`config.mk`:
```
export PLATFORM = sky130hd
export DESIGN_NAME = uart_transmitter_flat
export DESIGN_NICKNAME = d
export VERILOG_FILES = /design/src/rtl/uart_tx_pkg.sv /design/src/rtl/uart_tx_if.sv /design/src/rtl/uart_tx_parity_calc.sv /design/src/rtl/uart_transmitter.sv /design/src/flat_wrapper.sv
export SDC_FILE = /design/constraint.sdc
export NUM_CORES = 1
export LEC_CHECK = 0
export CELL_PAD_IN_SITES_DETAIL_PLACEMENT = 1
export CELL_PAD_IN_SITES_GLOBAL_PLACEMENT = 1
export CORE_MARGIN = 10
export CORE_UTILIZATION = 44
export CTS_CLUSTER_SIZE = 14
export DETAILED_ROUTE_END_ITERATION = 8
export DONT_BUFFER_PORTS = 1
export GPL_ROUTABILITY_DRIVEN = 0
export GPL_TIMING_DRIVEN = 0
export PLACE_DENSITY_LB_ADDON = 0.1
export SYNTH_ARGS = -nofsm -noshare
export SYNTH_HDL_FRONTEND = slang
export SYNTH_SLANG_ARGS = --single-unit
```
`constraint.sdc`:
```
create_clock -name clk -period 2.16 [get_ports clk]
set_clock_uncertainty 0.2 [all_clocks]
set_input_delay 0.216 -clock clk [delete_from_list [all_inputs] [get_ports clk]]
set_output_delay 0.216 -clock clk [all_outputs]
set_load 0.1 [all_outputs]
```
`src/rtl/uart_tx_pkg.sv`:
```
// Shared types and constants for the one-bit-per-clock UART transmitter.
// Parity support is enabled by defining UART_TX_PARITY_EN.
package uart_tx_pkg;

   typedef enum logic [2:0] {
      IDLE   = 3'd0,
      START  = 3'd1,
      DATA   = 3'd2,
      PARITY = 3'd3,
      STOP   = 3'd4
   } tx_state_e;

   localparam logic PARITY_EVEN = 1'b0;
   localparam logic PARITY_ODD  = 1'b1;
   localparam logic START_BIT   = 1'b0;
   localparam logic STOP_BIT    = 1'b1;

   // Per-frame parity settings captured alongside the payload
   typedef struct packed {
      logic parity_type;
      logic parity_enable;
   } tx_cfg_t;

endpackage

```
`src/rtl/uart_tx_if.sv`:
```
// Request/serial-line bundle between a client and the UART transmitter.
interface uart_tx_if #(
   parameter int unsigned DATA_WIDTH = 8
);
   logic                  data_valid;
   logic [DATA_WIDTH-1:0] parallel_data;
   logic                  parity_type;
   logic                  parity_enable;
   logic                  serial_data_out;
   logic                  busy;

   modport master (
      output data_valid, parallel_data, parity_type, parity_enable,
      input  serial_data_out, busy
   );

   modport slave (
      input  data_valid, parallel_data, parity_type, parity_enable,
      output serial_data_out, busy
   );
endinterface

```
`src/rtl/uart_tx_parity_calc.sv`:
```
// Parity bit for a data word: even = XOR of the bits, odd = XNOR of the bits.
module uart_tx_parity_calc
   import uart_tx_pkg::*;
#(
   parameter int unsigned DATA_WIDTH = 8
) (
   input  logic [DATA_WIDTH-1:0] data,
   input  logic                  parity_type,
   output logic                  parity_c
);

   assign parity_c = (parity_type == PARITY_ODD) ? ~(^data) : (^data);

endmodule

```
`src/rtl/uart_transmitter.sv`:
```
// One-bit-per-clock UART frame serialiser: start, data LSB first, optional parity, stop.
// Define UART_TX_PARITY_EN to include the parity bit; otherwise parity inputs are ignored.
module uart_transmitter
   import uart_tx_pkg::*;
#(
   parameter int unsigned DATA_WIDTH = 8
) (
   input  logic       clk,
   input  logic       reset,
   uart_tx_if.slave   bus
);

   localparam int unsigned CNT_W = (DATA_WIDTH > 1) ? $clog2(DATA_WIDTH) : 1;
   localparam logic [CNT_W-1:0] CNT_LAST = CNT_W'(DATA_WIDTH - 1);

   tx_state_e             state_q, state_d;
   logic [CNT_W-1:0]      cnt_q, cnt_d, cnt_inc;
   logic [DATA_WIDTH-1:0] data_q, data_d;
   logic                  tx_q, tx_d;
   logic                  busy_q, busy_d;

`ifdef UART_TX_PARITY_EN
   tx_cfg_t cfg_q, cfg_d;
   logic    parity_c;

   uart_tx_parity_calc #(
      .DATA_WIDTH (DATA_WIDTH)
   ) u_parity (
      .data        (data_q),
      .parity_type (cfg_q.parity_type),
      .parity_c    (parity_c)
   );

   always_ff @(posedge clk or negedge reset) begin
      if (!reset) begin
         cfg_q <= '0;
      end else begin
         cfg_q <= cfg_d;
      end
   end
`else
   logic unused_parity_inputs;
   assign unused_parity_inputs = bus.parity_type ^ bus.parity_enable;
`endif

   assign cnt_inc = cnt_q + CNT_W'(1);

   // Outputs are computed for the state being entered, so the line changes on the same edge
   always_comb begin
      state_d = state_q;
      cnt_d   = cnt_q;
      data_d  = data_q;
      tx_d    = tx_q;
      busy_d  = busy_q;
`ifdef UART_TX_PARITY_EN
      cfg_d   = cfg_q;
`endif
      case (state_q)
         IDLE: begin
            tx_d   = STOP_BIT;
            busy_d = 1'b0;
            if (bus.data_valid) begin
               data_d  = bus.parallel_data;
`ifdef UART_TX_PARITY_EN
               cfg_d.parity_type   = bus.parity_type;
               cfg_d.parity_enable = bus.parity_enable;
`endif
               state_d = START;
               tx_d    = START_BIT;
               busy_d  = 1'b1;
            end
         end
         START: begin
            state_d = DATA;
            cnt_d   = '0;
            tx_d    = data_q[0];
         end
         DATA: begin
            if (cnt_q == CNT_LAST) begin
               cnt_d = '0;
`ifdef UART_TX_PARITY_EN
               if (cfg_q.parity_enable) begin
                  state_d = PARITY;
                  tx_d    = parity_c;
               end else begin
                  state_d = STOP;
                  tx_d    = STOP_BIT;
               end
`else
               state_d = STOP;
               tx_d    = STOP_BIT;
`endif
            end else begin
               cnt_d = cnt_inc;
               tx_d  = data_q[cnt_inc];
            end
         end
`ifdef UART_TX_PARITY_EN
         PARITY: begin
            state_d = STOP;
            tx_d    = STOP_BIT;
         end
`endif
         STOP: begin
            state_d = IDLE;
            tx_d    = STOP_BIT;
            busy_d  = 1'b0;
         end
         default: begin
            state_d = IDLE;
            cnt_d   = '0;
            tx_d    = STOP_BIT;
            busy_d  = 1'b0;
         end
      endcase
   end

   always_ff @(posedge clk or negedge reset) begin
      if (!reset) begin
         state_q <= IDLE;
         cnt_q   <= '0;
         data_q  <= '0;
         tx_q    <= STOP_BIT;
         busy_q  <= 1'b0;
      end else begin
         state_q <= state_d;
         cnt_q   <= cnt_d;
         data_q  <= data_d;
         tx_q    <= tx_d;
         busy_q  <= busy_d;
      end
   end

   assign bus.serial_data_out = tx_q;
   assign bus.busy            = busy_q;

endmodule

```
`src/flat_wrapper.sv`:
```
// flat-port wrapper written by rule: the top's interface ports become plain ports
module uart_transmitter_flat import uart_tx_pkg::*;
#(
   parameter int unsigned DATA_WIDTH = 8
)
  (clk, reset, bus_data_valid, bus_parallel_data, bus_parity_type, bus_parity_enable, bus_serial_data_out, bus_busy);
  uart_tx_if #(.DATA_WIDTH(DATA_WIDTH)) bus_i ();
  input  logic clk;
  input  logic reset;
  input wire logic [$bits(bus_i.data_valid)-1:0] bus_data_valid;
  input wire logic [$bits(bus_i.parallel_data)-1:0] bus_parallel_data;
  input wire logic [$bits(bus_i.parity_type)-1:0] bus_parity_type;
  input wire logic [$bits(bus_i.parity_enable)-1:0] bus_parity_enable;
  output wire logic [$bits(bus_i.serial_data_out)-1:0] bus_serial_data_out;
  output wire logic [$bits(bus_i.busy)-1:0] bus_busy;
  assign bus_i.data_valid = bus_data_valid;
  assign bus_i.parallel_data = bus_parallel_data;
  assign bus_i.parity_type = bus_parity_type;
  assign bus_i.parity_enable = bus_parity_enable;
  assign bus_serial_data_out = bus_i.serial_data_out;
  assign bus_busy = bus_i.busy;
  uart_transmitter #(.DATA_WIDTH(DATA_WIDTH)) u_core (.clk(clk), .reset(reset), .bus(bus_i));
endmodule
```
==> metrics.md, run 1 <==
| Metric | Value |
|---|---|
| Combinational power share | `0.366` |
| Syn Inst Count | `60` |
| Worst hold start | `bus_data_valid` |
| Post-synth EDFFs | `0` |
| Reg-to-reg slack, setup | `180 ps` |
| Largest net degree at the start of global routing | `17` |
| Post-CTS setup buffer count | `0` |
| CP top delay family | `simple AND/OR/NAND/NOR gates` |
| Dominant cell type by area after synthesis | `dfrtp_1` |
| Main synth FF type | `dfrtp_1` |
| Core footprint | `1689 um2` |
| Vias per Instance | `5.571` |
| Status | `complete, no violations` |
| Max Transition Viols Final | `0` |
| Share of cells above drive strength 1 | `0.2568` |
| Tmin final | `1977 ps` |
| Max Clk Rate | `505.7 MHz` |
| Most common cell after layout, fill and taps aside | `dfrtp_1` |
| Post-Synthesis Cell Area | `772.0 um2` |
| Worst Path Arrival | `1990 ps` |
| Longest Clk Path Bufs | `2` |
| Critical path's slowest cell | `dfrtp_1` |
| Synthesized Nets | `75` |
| Clk slew on worst S/H paths | `100 ps` |
| Largest cells by area after synthesis | `dfrtp_1, mux2_2, nand2b_1` |
| Relative slew margins | `0.3767` |
| Final hold viol count | `0` |
| Critical path startpoint category | `flop` |
| Cell row count | `15` |
| Hold path depth | `3` |
| Post-synth cell types | `23` |
| Final Instance Area | `919.6 um2` |
| Hold WS | `20.33 ps` |
| Sw Pwr | `0.5322 mW` |
| Remaining global-route overflow | `0` |
| Crit Path Max Fanout | `6` |
| Hold EP | `u_core.bus.busy` |
| CTS root buf | `clkbuf_4` |
| Net switching fraction of the power | `0.3990` |
| Fin crit share | `0.9155` |
| Die Width | `61.89 um` |
| IO buf count | `0` |
| Share of power burned in registers | `0.510` |
| CP Data Required Time | `2180 ps` |
| Clock Power Share | `0.125` |
| Total of max-cap violations | `0` |
| Die H | `61.89 um` |
| Worst skew pair latency | `290 ps` |
| Internal | `0.8017 mW` |
| Worst R2R End | `u_core.cnt_q[0]` |
| Setup crit end kind | `flop` |
| Buf+Inv Stages, Crit Path | `0` |
| Async SR Flop Fraction | `1.000` |
| Total GRT Usage | `0.09765` |
| Initial drt markers | `1` |
| Sequential share of the synthesized area | `0.5203` |
| Total power | `1.334 mW` |
| Layout area overhead | `19.12%` |
| First-pass GRT wire length | `2711 um` |
| CTS tree | `yes` |
| Final Net Count | `90` |
| Htree depth | `1` |
| Ant. Diodes | `0` |
| Antenna Nets Post-Route | `0` |
| Crit path kind | `flop to flop` |
| Top-Level Pins | `15` |
| Max VDD drop | `0.7130 mV` |
| #FFs+latches synth | `16` |
| Via count | `507` |
| Worst slew pin tran | `935.0 ps` |
| Clk sinks | `16` |
| Setup tns final | `0 ps` |
| PD cells | `1451 nW/um2` |
| Drt total wl | `1527 um` |
| CTS buffer count | `3` |
| DIE AREA | `3830 um2` |
| Hold crit path type | `primary input to flop` |
| Post-CTS Hold Buffers | `10` |
| # setup viols final | `0` |
| RSZ-0062 raised after global routing | `false` |
| Area after DPL | `793.3 um2` |
| Vias in the first global route | `582` |
| Start of the worst register-to-register path | `u_core.cnt_q[0]` |
| Max incr delay on CP | `480 ps` |
| Leakage | `0.3882 nW` |
| Reg2Reg Depth | `5` |
| Avg WL per Cell | `16.78 um` |
| DRT Pass-1 Iters | `3` |
| Syn avg cell area | `12.87 um2` |
| Drc violations | `0` |
| Critical path's most frequent cell | `ha_1` |
| Most frequent cells in the layout | `dfrtp_1, mux2_2, dlygate4sd3_1` |
| Synth top area share | `0.4862` |
| Initial cell density of the core | `0.4570` |
| Initial antenna violation count | `0` |
| Detailed Place HPWL | `1078 um` |
| Worst-path cell chain | `ha_1 > ha_1 > nand2b_1 > or3_2 > a21oi_1` |
| Warnings, synthesis | `0` |
| # resized after CTS | `0` |
-- metrics by stage --
step / setup slack (ps) / std cells / util
floorplan: 352.5 / 60 / -
global placement: 233.6 / 77 / 0.4696
detailed placement: 197.6 / 77 / 0.4696
CTS: 168.1 / 91 / 0.5444
global route: 96.40 / 91 / 0.5444
finish: 182.6 / 91 / 0.5444
-- synth_stat cells, drive strengths merged (2+ instances only) --
cell type	instances
or3	2
mux2	10
a21oi	2
ha	2
nor3	2
nand2b	5
dfrtp	15
nor2	4
nand3b	3
mux2i	2
nand2	2
buf	2
-- worst max path at each step --
| stage | cells past startpoint | start | endpoint | slack (ps) |
|---|---|---|---|---|
| 2_1_floorplan | 5 | u_core.cnt_q[0] | u_core.cnt_q[0] | 350 |
| 3_3_place_gp | 5 | u_core.cnt_q[0] | u_core.cnt_q[0] | 230 |
| 3_5_place_dp | 5 | u_core.cnt_q[0] | u_core.cnt_q[0] | 200 |
| 4_1_cts | 5 | u_core.cnt_q[0] | u_core.cnt_q[0] | 170 |
| 5_1_grt | 4 | u_core.cnt_q[0] | u_core.bus.serial_data_out | 100 |
| 6_report | 5 | u_core.cnt_q[0] | u_core.cnt_q[0] | 180 |
-- cell type report --
type | count | area, um2
Tap cell | 17 | 21.27
Fill cell | 185 | 769.5
Multi-Input combinational cell | 41 | 350.3
Timing Repair Buffer | 10 | 100.1
Buffer | 3 | 20.02
Sequential cell | 16 | 401.6
Clock buffer | 4 | 26.28
-- routing by layer --
| metal | part of all wire | vias up | track usage |
|---|---|---|---|
| li1 | - | 243 | - |
| met1 | 0.43 | 256 | 0.1140 |
| met2 | 0.52 | 6 | 0.1625 |
| met3 | 0.035 | 2 | 0.02439 |
| met4 | 0.0079 | 0 | 0.04777 |
| met5 | 0 | - | 0 |
-- cell families (layout without fill, tap and decap cells) --
family,count (synthesis),in the layout,share of synthesized area
simple gates,20,20,0.1686
fa+ha+maj,2,2,0.03241
buf+inv,3,17,0.02592
compound gates,6,6,0.05188
mux,13,13,0.2010
flops,16,16,0.5203
-- flip-flops by register name, indices dropped and copies added, names as in the netlist --
signal / cells
u_core.bus.busy: 1
u_core.data_q: 8
u_core.bus.serial_data_out: 1
u_core.state_q: 3
u_core.cnt_q: 3
-- worst reg2reg max path, cell delays in order, from the launching register on --
cell	delay [ps]
dfrtp_1	480
ha_1	240
ha_1	230
nand2b_1	180
or3_2	410
a21oi_1	160
-- power groups by stage --
stage	logic [mW]	clock network, mW	registers (mW)
3_5_place_dp	0.475	0	0.689
6_report	0.488	0.166	0.680
4_1_cts	0.495	0.168	0.682
5_1_grt	0.554	0.192	0.709
2_1_floorplan	0.404	0	0.657
3_3_place_gp	0.460	0	0.681
(Power assumes the default switching activity.)
==> run 2: changes to the inputs <==
--- a/config.mk
+++ b/config.mk
@@ -5,6 +5,7 @@
 export SDC_FILE = /design/constraint.sdc
 export NUM_CORES = 1
 export LEC_CHECK = 0
+export ABC_AREA = 0
 export CELL_PAD_IN_SITES_DETAIL_PLACEMENT = 1
 export CELL_PAD_IN_SITES_GLOBAL_PLACEMENT = 1
 export CORE_MARGIN = 10
==> results of run 2 <==
Same layout as run 1: the final DEF is identical, and so are final timing and power.
==> run 3: changes to the inputs <==
--- a/config.mk
+++ b/config.mk
@@ -9,7 +9,7 @@
 export CELL_PAD_IN_SITES_DETAIL_PLACEMENT = 1
 export CELL_PAD_IN_SITES_GLOBAL_PLACEMENT = 1
 export CORE_MARGIN = 10
-export CORE_UTILIZATION = 44
+export CORE_UTILIZATION = 42
 export CTS_CLUSTER_SIZE = 14
 export DETAILED_ROUTE_END_ITERATION = 8
 export DONT_BUFFER_PORTS = 1
==> constraint.sdc (replaced) <==
create_clock -name clk -period 1.8 [get_ports clk]
set_clock_uncertainty 0.2 [all_clocks]
set_input_delay 0.18 -clock clk [delete_from_list [all_inputs] [get_ports clk]]
set_output_delay 0.18 -clock clk [all_outputs]
set_load 0.1 [all_outputs]
==> run 3 against run 2 <==
- global-route usage decreased by 1.4 points
- non-clock buffer count increased by 2
- sequential share of layout area decreased by 2.7 points
- setup slack got worse by 130 ps
- cell count increased by 11%
- sequential cell count unchanged
- via count increased by 2.8%
- wire length increased by 1.8%
- fmax increased by 13%
==> metrics.md, run 3 (same netlist as run 1, synthesis figures left out) <==
| Metric | Value |
|---|---|
| Status | `complete, no violations` |
| Most frequent cells in the layout | `dfrtp_1, mux2_2, dlygate4sd3_1` |
| Top Registers | `u_core.data_q: 8 flops, u_core.cnt_q: 3 flops, u_core.state_q: 3 flops` |
| Vias in the first global route | `582` |
| Crit Path Max Fanout | `3` |
| Ant. Diodes | `0` |
| Drc violations | `0` |
| Hold EP | `u_core.bus.serial_data_out` |
| Die Width | `62.87 um` |
| Placed cells | `85` |
| First-pass GRT wire length | `2732 um` |
| Worst Path Arrival | `1770 ps` |
| Internal | `1.054 mW` |
| Hold WS | `15.50 ps` |
| Fin cells | `101` |
| Die H | `62.87 um` |
| Reg-to-reg slack, setup | `50 ps` |
| Avg WL per Cell | `15.40 um` |
| Sw Pwr | `0.6668 mW` |
| Total of max-cap violations | `0` |
| IO buf count | `0` |
| Layout area overhead | `27.23%` |
| Net switching fraction of the power | `0.3876` |
| Clk sinks | `16` |
| Worst slew pin tran | `945.6 ps` |
| Worst skew pair latency | `290 ps` |
| Antenna Nets Post-Route | `0` |
| Max Transition Viols Final | `0` |
| Most common cell after layout, fill and taps aside | `dfrtp_1` |
| Fin crit share | `0.9714` |
| Cell row count | `15` |
| Hold path depth | `3` |
| Tmin final | `1749 ps` |
| CTS tree | `yes` |
| Initial cell density of the core | `0.4471` |
| Hold crit path type | `primary input to flop` |
| Final Net Count | `92` |
| CP startpoint | `u_core.cnt_q[0]` |
| Largest net degree at the start of global routing | `17` |
| Clock Power Share | `0.141` |
| Share of cells above drive strength 1 | `0.3553` |
| DRT Pass-1 Iters | `2` |
| Relative slew margins | `0.3696` |
| Share of power burned in registers | `0.472` |
| Clk slew on worst S/H paths | `100 ps` |
| Core footprint | `1727 um2` |
| Initial antenna violation count | `0` |
| Reg2Reg Depth | `5` |
| Leakage | `0.4004 nW` |
| Initial drt markers | `11` |
| Start of the worst register-to-register path | `u_core.cnt_q[0]` |
| Vias per Instance | `5.158` |
| Htree depth | `1` |
| Longest Clk Path Bufs | `2` |
| Max VDD drop | `0.9722 mV` |
| CP Data Required Time | `1820 ps` |
| Combinational power share | `0.386` |
| Final hold viol count | `0` |
| Critical path startpoint category | `flop` |
| Top reg by flops | `u_core.data_q` |
| Remaining global-route overflow | `0` |
| Top-Level Pins | `15` |
| Crit path kind | `flop to flop` |
| Total GRT Usage | `0.08400` |
| DIE AREA | `3953 um2` |
| Worst hold start | `bus_data_valid` |
| CTS buffer count | `3` |
| Via count | `521` |
| RSZ-0062 raised after global routing | `false` |
| Worst R2R End | `u_core.cnt_q[0]` |
| Number of flip-flops in the largest register | `8` |
| Drt total wl | `1555 um` |
| CTS root buf | `clkbuf_4` |
| Detailed Place HPWL | `1059 um` |
| # setup viols final | `0` |
| Max Clk Rate | `571.9 MHz` |
| Setup crit end kind | `flop` |
| PD cells | `1751 nW/um2` |
[run 3: cell count changes in the layout (fill, tap and decap cells not counted)]
| cell | before | now |
|---|---|---|
| a21oi_1 | 2 | 1 |
| a21oi_2 | 0 | 1 |
| buf_4 | 0 | 2 |
| clkbuf_1 | 2 | 1 |
| clkbuf_8 | 0 | 1 |
| dfrtp_1 | 15 | 14 |
| dfrtp_2 | 0 | 1 |
| ha_1 | 2 | 0 |
| ha_2 | 0 | 1 |
| ha_4 | 0 | 1 |
| nand2b_1 | 5 | 4 |
| nand2b_4 | 0 | 1 |
[run 3: area by class of cell]
cell class	count	area, um2
Multi-Input combinational cell	41	376.6
Sequential cell	16	402.9
Buffer	3	20.02
Tap cell	25	31.28
Timing Repair Buffer	12	115.1
Fill cell	185	744.5
Clock buffer	4	36.28
[run 3: power groups by stage]
stage / Combinational [mW] / Sequential (mW) / Clock [mW]
floorplan: 0.488 / 0.789 / 0
global placement: 0.561 / 0.817 / 0
detailed placement: 0.569 / 0.831 / 0
CTS: 0.643 / 0.813 / 0.249
global route: 0.753 / 0.837 / 0.279
finish: 0.665 / 0.812 / 0.243
[run 3: what timing repair did]
action                                  4_1_cts  5_1_grt
hold endpoints to repair                     26        0
gates cloned                                  0        0
setup buffers                                 1        1
pin swaps                                     0        2
hold buffers                                 10        0
gates resized for setup                       3        2
endpoints found under the setup margin        2        9
[run 3: worst max path at each step]
| stage | to | slack (ps) | depth (start not counted) |
|---|---|---|---|
| detailed placement | u_core.cnt_q[0] | -120 | 5 |
| global route | u_core.cnt_q[0] | 4 | 5 |
| global placement | u_core.cnt_q[0] | -130 | 5 |
| floorplan | u_core.cnt_q[0] | 10 | 5 |
| finish | u_core.cnt_q[0] | 50 | 5 |
| CTS | u_core.data_q[3] | 8 | 3 |
[run 3: stage by stage]
step	setup TNS [ps]	cell area, um2	total power, mW	worst slack [ps]	utilization
after CTS	0	960.9	1.705	7.778	0.5565
after detailed placement	-202.3	805.8	1.400	-121.0	0.4667
final	0	982.2	1.720	51.48	0.5688
after global routing	0	982.2	1.869	3.966	0.5688
after global placement	-220.6	805.8	1.378	-132.8	0.4667
after floorplan	0	774.5	1.277	11.95	-
[run 3: layer usage]
metal  vias up  part of all wire  track usage
met5         -                 0            0
met4         0             0.022      0.05307
met3         5             0.037      0.01971
met2        10              0.48       0.1231
met1       258              0.46       0.1068
li1        248                 -            -
[run 3: critical path, stage by stage (launching register included)]
cell	delay, ps
dfrtp_2	420
ha_2	200
ha_4	170
nand2b_4	140
or3_2	420
a21oi_2	130
==> edit, RTL diff (settings of run 2) <==
Build with the macro `UART_TX_PARITY_EN` defined.
--- a/src/rtl/uart_transmitter.sv
+++ b/src/rtl/uart_transmitter.sv
@@ -1,5 +1,7 @@
 // One-bit-per-clock UART frame serialiser: start, data LSB first, optional parity, stop.
 // Define UART_TX_PARITY_EN to include the parity bit; otherwise parity inputs are ignored.
+`define UART_TX_PARITY_EN
+
 module uart_transmitter
    import uart_tx_pkg::*;
 #(
Behaviour: no difference found for any inputs over 10 cycles, from zero or initial values and one cycle with reset low; that may be too few to reach the edited logic, so the function may still have changed.
==> edit against run 2 <==
- global-route usage rose by 0.93 points
- non-clock buffer count up 6
- the run now ends with setup timing left
- worst setup slack got worse by 0.18 ns
- core utilization is 2.4 points higher
- wire length rose by 44%
- sequential cell count increased by 2
- sequential power grew 15%
- critical endpoint is now u_core.bus.serial_data_out
- combinational power up 95%
- worst hold slack improved by 0.046 ns
- total power grew 43%
- synthesized area rose by 29%
- cell area increased by 35%
==> edit: results (changes against run 2) <==
| Metric | Value |
|---|---|
| Run status | finished, violations left (was finished, final reports clean) |
| Failing checks | setup timing |
| Register-to-Register Path Depth | 6 (was 5) |
| Post-synthesis mux area share | 0.202 (was 0.201) |
| CP top delay family | multiplexers (was simple AND/OR/NAND/NOR gates) |
| Wire per inst | 16.9 µm (was 16.8 µm) |
| CP max FO | 5 (was 6) |
| Final setup fails | 1 (was 0) |
| Post-CTS Resized | 5 (was 0) |
| Synth cell count leaders | dfrtp_1, mux2_2, nor2b_1 (was dfrtp_1, mux2_2, nand2b_1) |
| Buffers, non-clock | 19 (was 13) |
| Post-synth net total | 98 (was 75) |
| Via count | 699 (was 507) |
| HPWL after DPL | 1490 µm (was 1080 µm) |
| Setup Buffers After CTS | 2 (was 0) |
| Layout Nets | 118 (was 90) |
| Vias in the first global route | 771 (was 582) |
| Core area | 2190 µm² (was 1690 µm²) |
| Signal buf overhead | 0.129 (was 0.131) |
| Finished Layout Cells | 130 (was 91) |
| Worst-path clk slew | 0.11 ns |
| Clock-cell share | 0.0211 (was 0.0286) |
| Final worst setup slack | -0.000759 ns (was 0.183 ns) |
| Inst Count DP | 111 (was 77) |
| Synth Area in Compound Gates | 0.0976 (was 0.0519) |
| Initial drt markers | 22 (was 1) |
| Invs w/o clock | 0 (unchanged) |
| First-pass GRT wire length | 3710 µm (was 2710 µm) |
| Multi-input gates | 61 (was 41) |
| CTS Hold Buffers Added | 12 (was 10) |
| Worst path slowest cell | mux4_2 (was dfrtp_1) |
| Fill count | 229 (was 185) |
| Placed Area | 1050 µm² (was 793 µm²) |
| Post-Synth XOR/XNOR Area | 0.0951 (was 0) |
| Measured slew at the worst slew-check pin | 0.884 ns (was 0.935 ns) |
| Layout cells sized above 1 | 0.275 (was 0.257) |
| Register area | 453 µm² (was 402 µm²) |
| Distinct cells, synth | 29 (was 23) |
| Largest net degree at the start of global routing | 19 (was 17) |
| Multi-input gate area | 571 µm² (was 350 µm²) |
| Asr flop ratio synth | 1.00 (unchanged) |
| Mapped Cells | 83 (was 60) |
| Inserted Clock Buffers | 3 (unchanged) |
| Lkg Pwr | 0.520 nW (was 0.388 nW) |
| Seq/Total Area, Yosys | 0.452 (was 0.520) |
| GRT Util Overall | 0.107 (was 0.0977) |
| Post-Synth Adder-Cell Area | 0.0250 (was 0.0324) |
| CTS sink cnt | 18 (was 16) |
| Synth area leaders | dfrtp_1, mux2_2, mux2_1 (was dfrtp_1, mux2_2, nand2b_1) |
| GR Overflow Total | 0 (unchanged) |
| DRT Pass-1 Iters | 4 (was 3) |
| VDD IR-drop max | 0.000952 V (was 0.000713 V) |
## edit: cell count changes after synthesis, sizes merged, moves of 3 or more
cell | run 2 | this run
mux2 | 10 | 15
a21oi | 2 | 6
o21ai | 0 | 5
nor2b | 1 | 6
nand2 | 2 | 5
nand3b | 3 | 0
nand2b | 5 | 2
## edit: tightest hold or removal path: stages
cell	delay, ns
o21bai_1	0.07
a21oi_1	0.19
a21oi_2	0.07
## edit: worst paths after layout
path / from / end / slack [ns]
min in group asynchronous: reset / u_core.state_q[0] / 0.25
max: u_core.cnt_q[1] / u_core.bus.serial_data_out / -0.0008
max reg2reg: u_core.cnt_q[1] / u_core.bus.serial_data_out / -0.0008
min: bus_data_valid / u_core.bus.serial_data_out / 0.07
min reg2reg: u_core.cfg_q[1] / u_core.cfg_q[1] / 0.36
max in group asynchronous: reset / u_core.cnt_q[0] / 0.95
## edit: per-stage QoR
stage | setup slack [ns] | hold slack (ns) | power [mW] | utilization | TNS, ns
floorplan | 0.0238 | -0.280 | 1.47 | - | 0
global placement | -0.0600 | -0.279 | 1.61 | 0.481 | -0.0600
detailed placement | -0.0578 | -0.279 | 1.63 | 0.481 | -0.0578
CTS | -0.00479 | 0.0449 | 1.93 | 0.565 | -0.00479
global route | -0.103 | 0.0927 | 2.06 | 0.568 | -0.103
finish | -0.000759 | 0.0667 | 1.91 | 0.568 | -0.000759
## edit: power by group
part | internal [mW] | leakage [nW] | switching (mW)
Sequential | 0.502 | 0.217 | 0.283
Combinational | 0.600 | 0.287 | 0.353
Clock | 0.0717 | 0.0150 | 0.104
## edit: metal layers
metal,up-vias,track usage,part of all wire
met1,347,0.120,0.42
met2,12,0.187,0.51
met5,-,0,0
li1,336,-,-
met4,0,0.0462,0.020
met3,4,0.0264,0.046
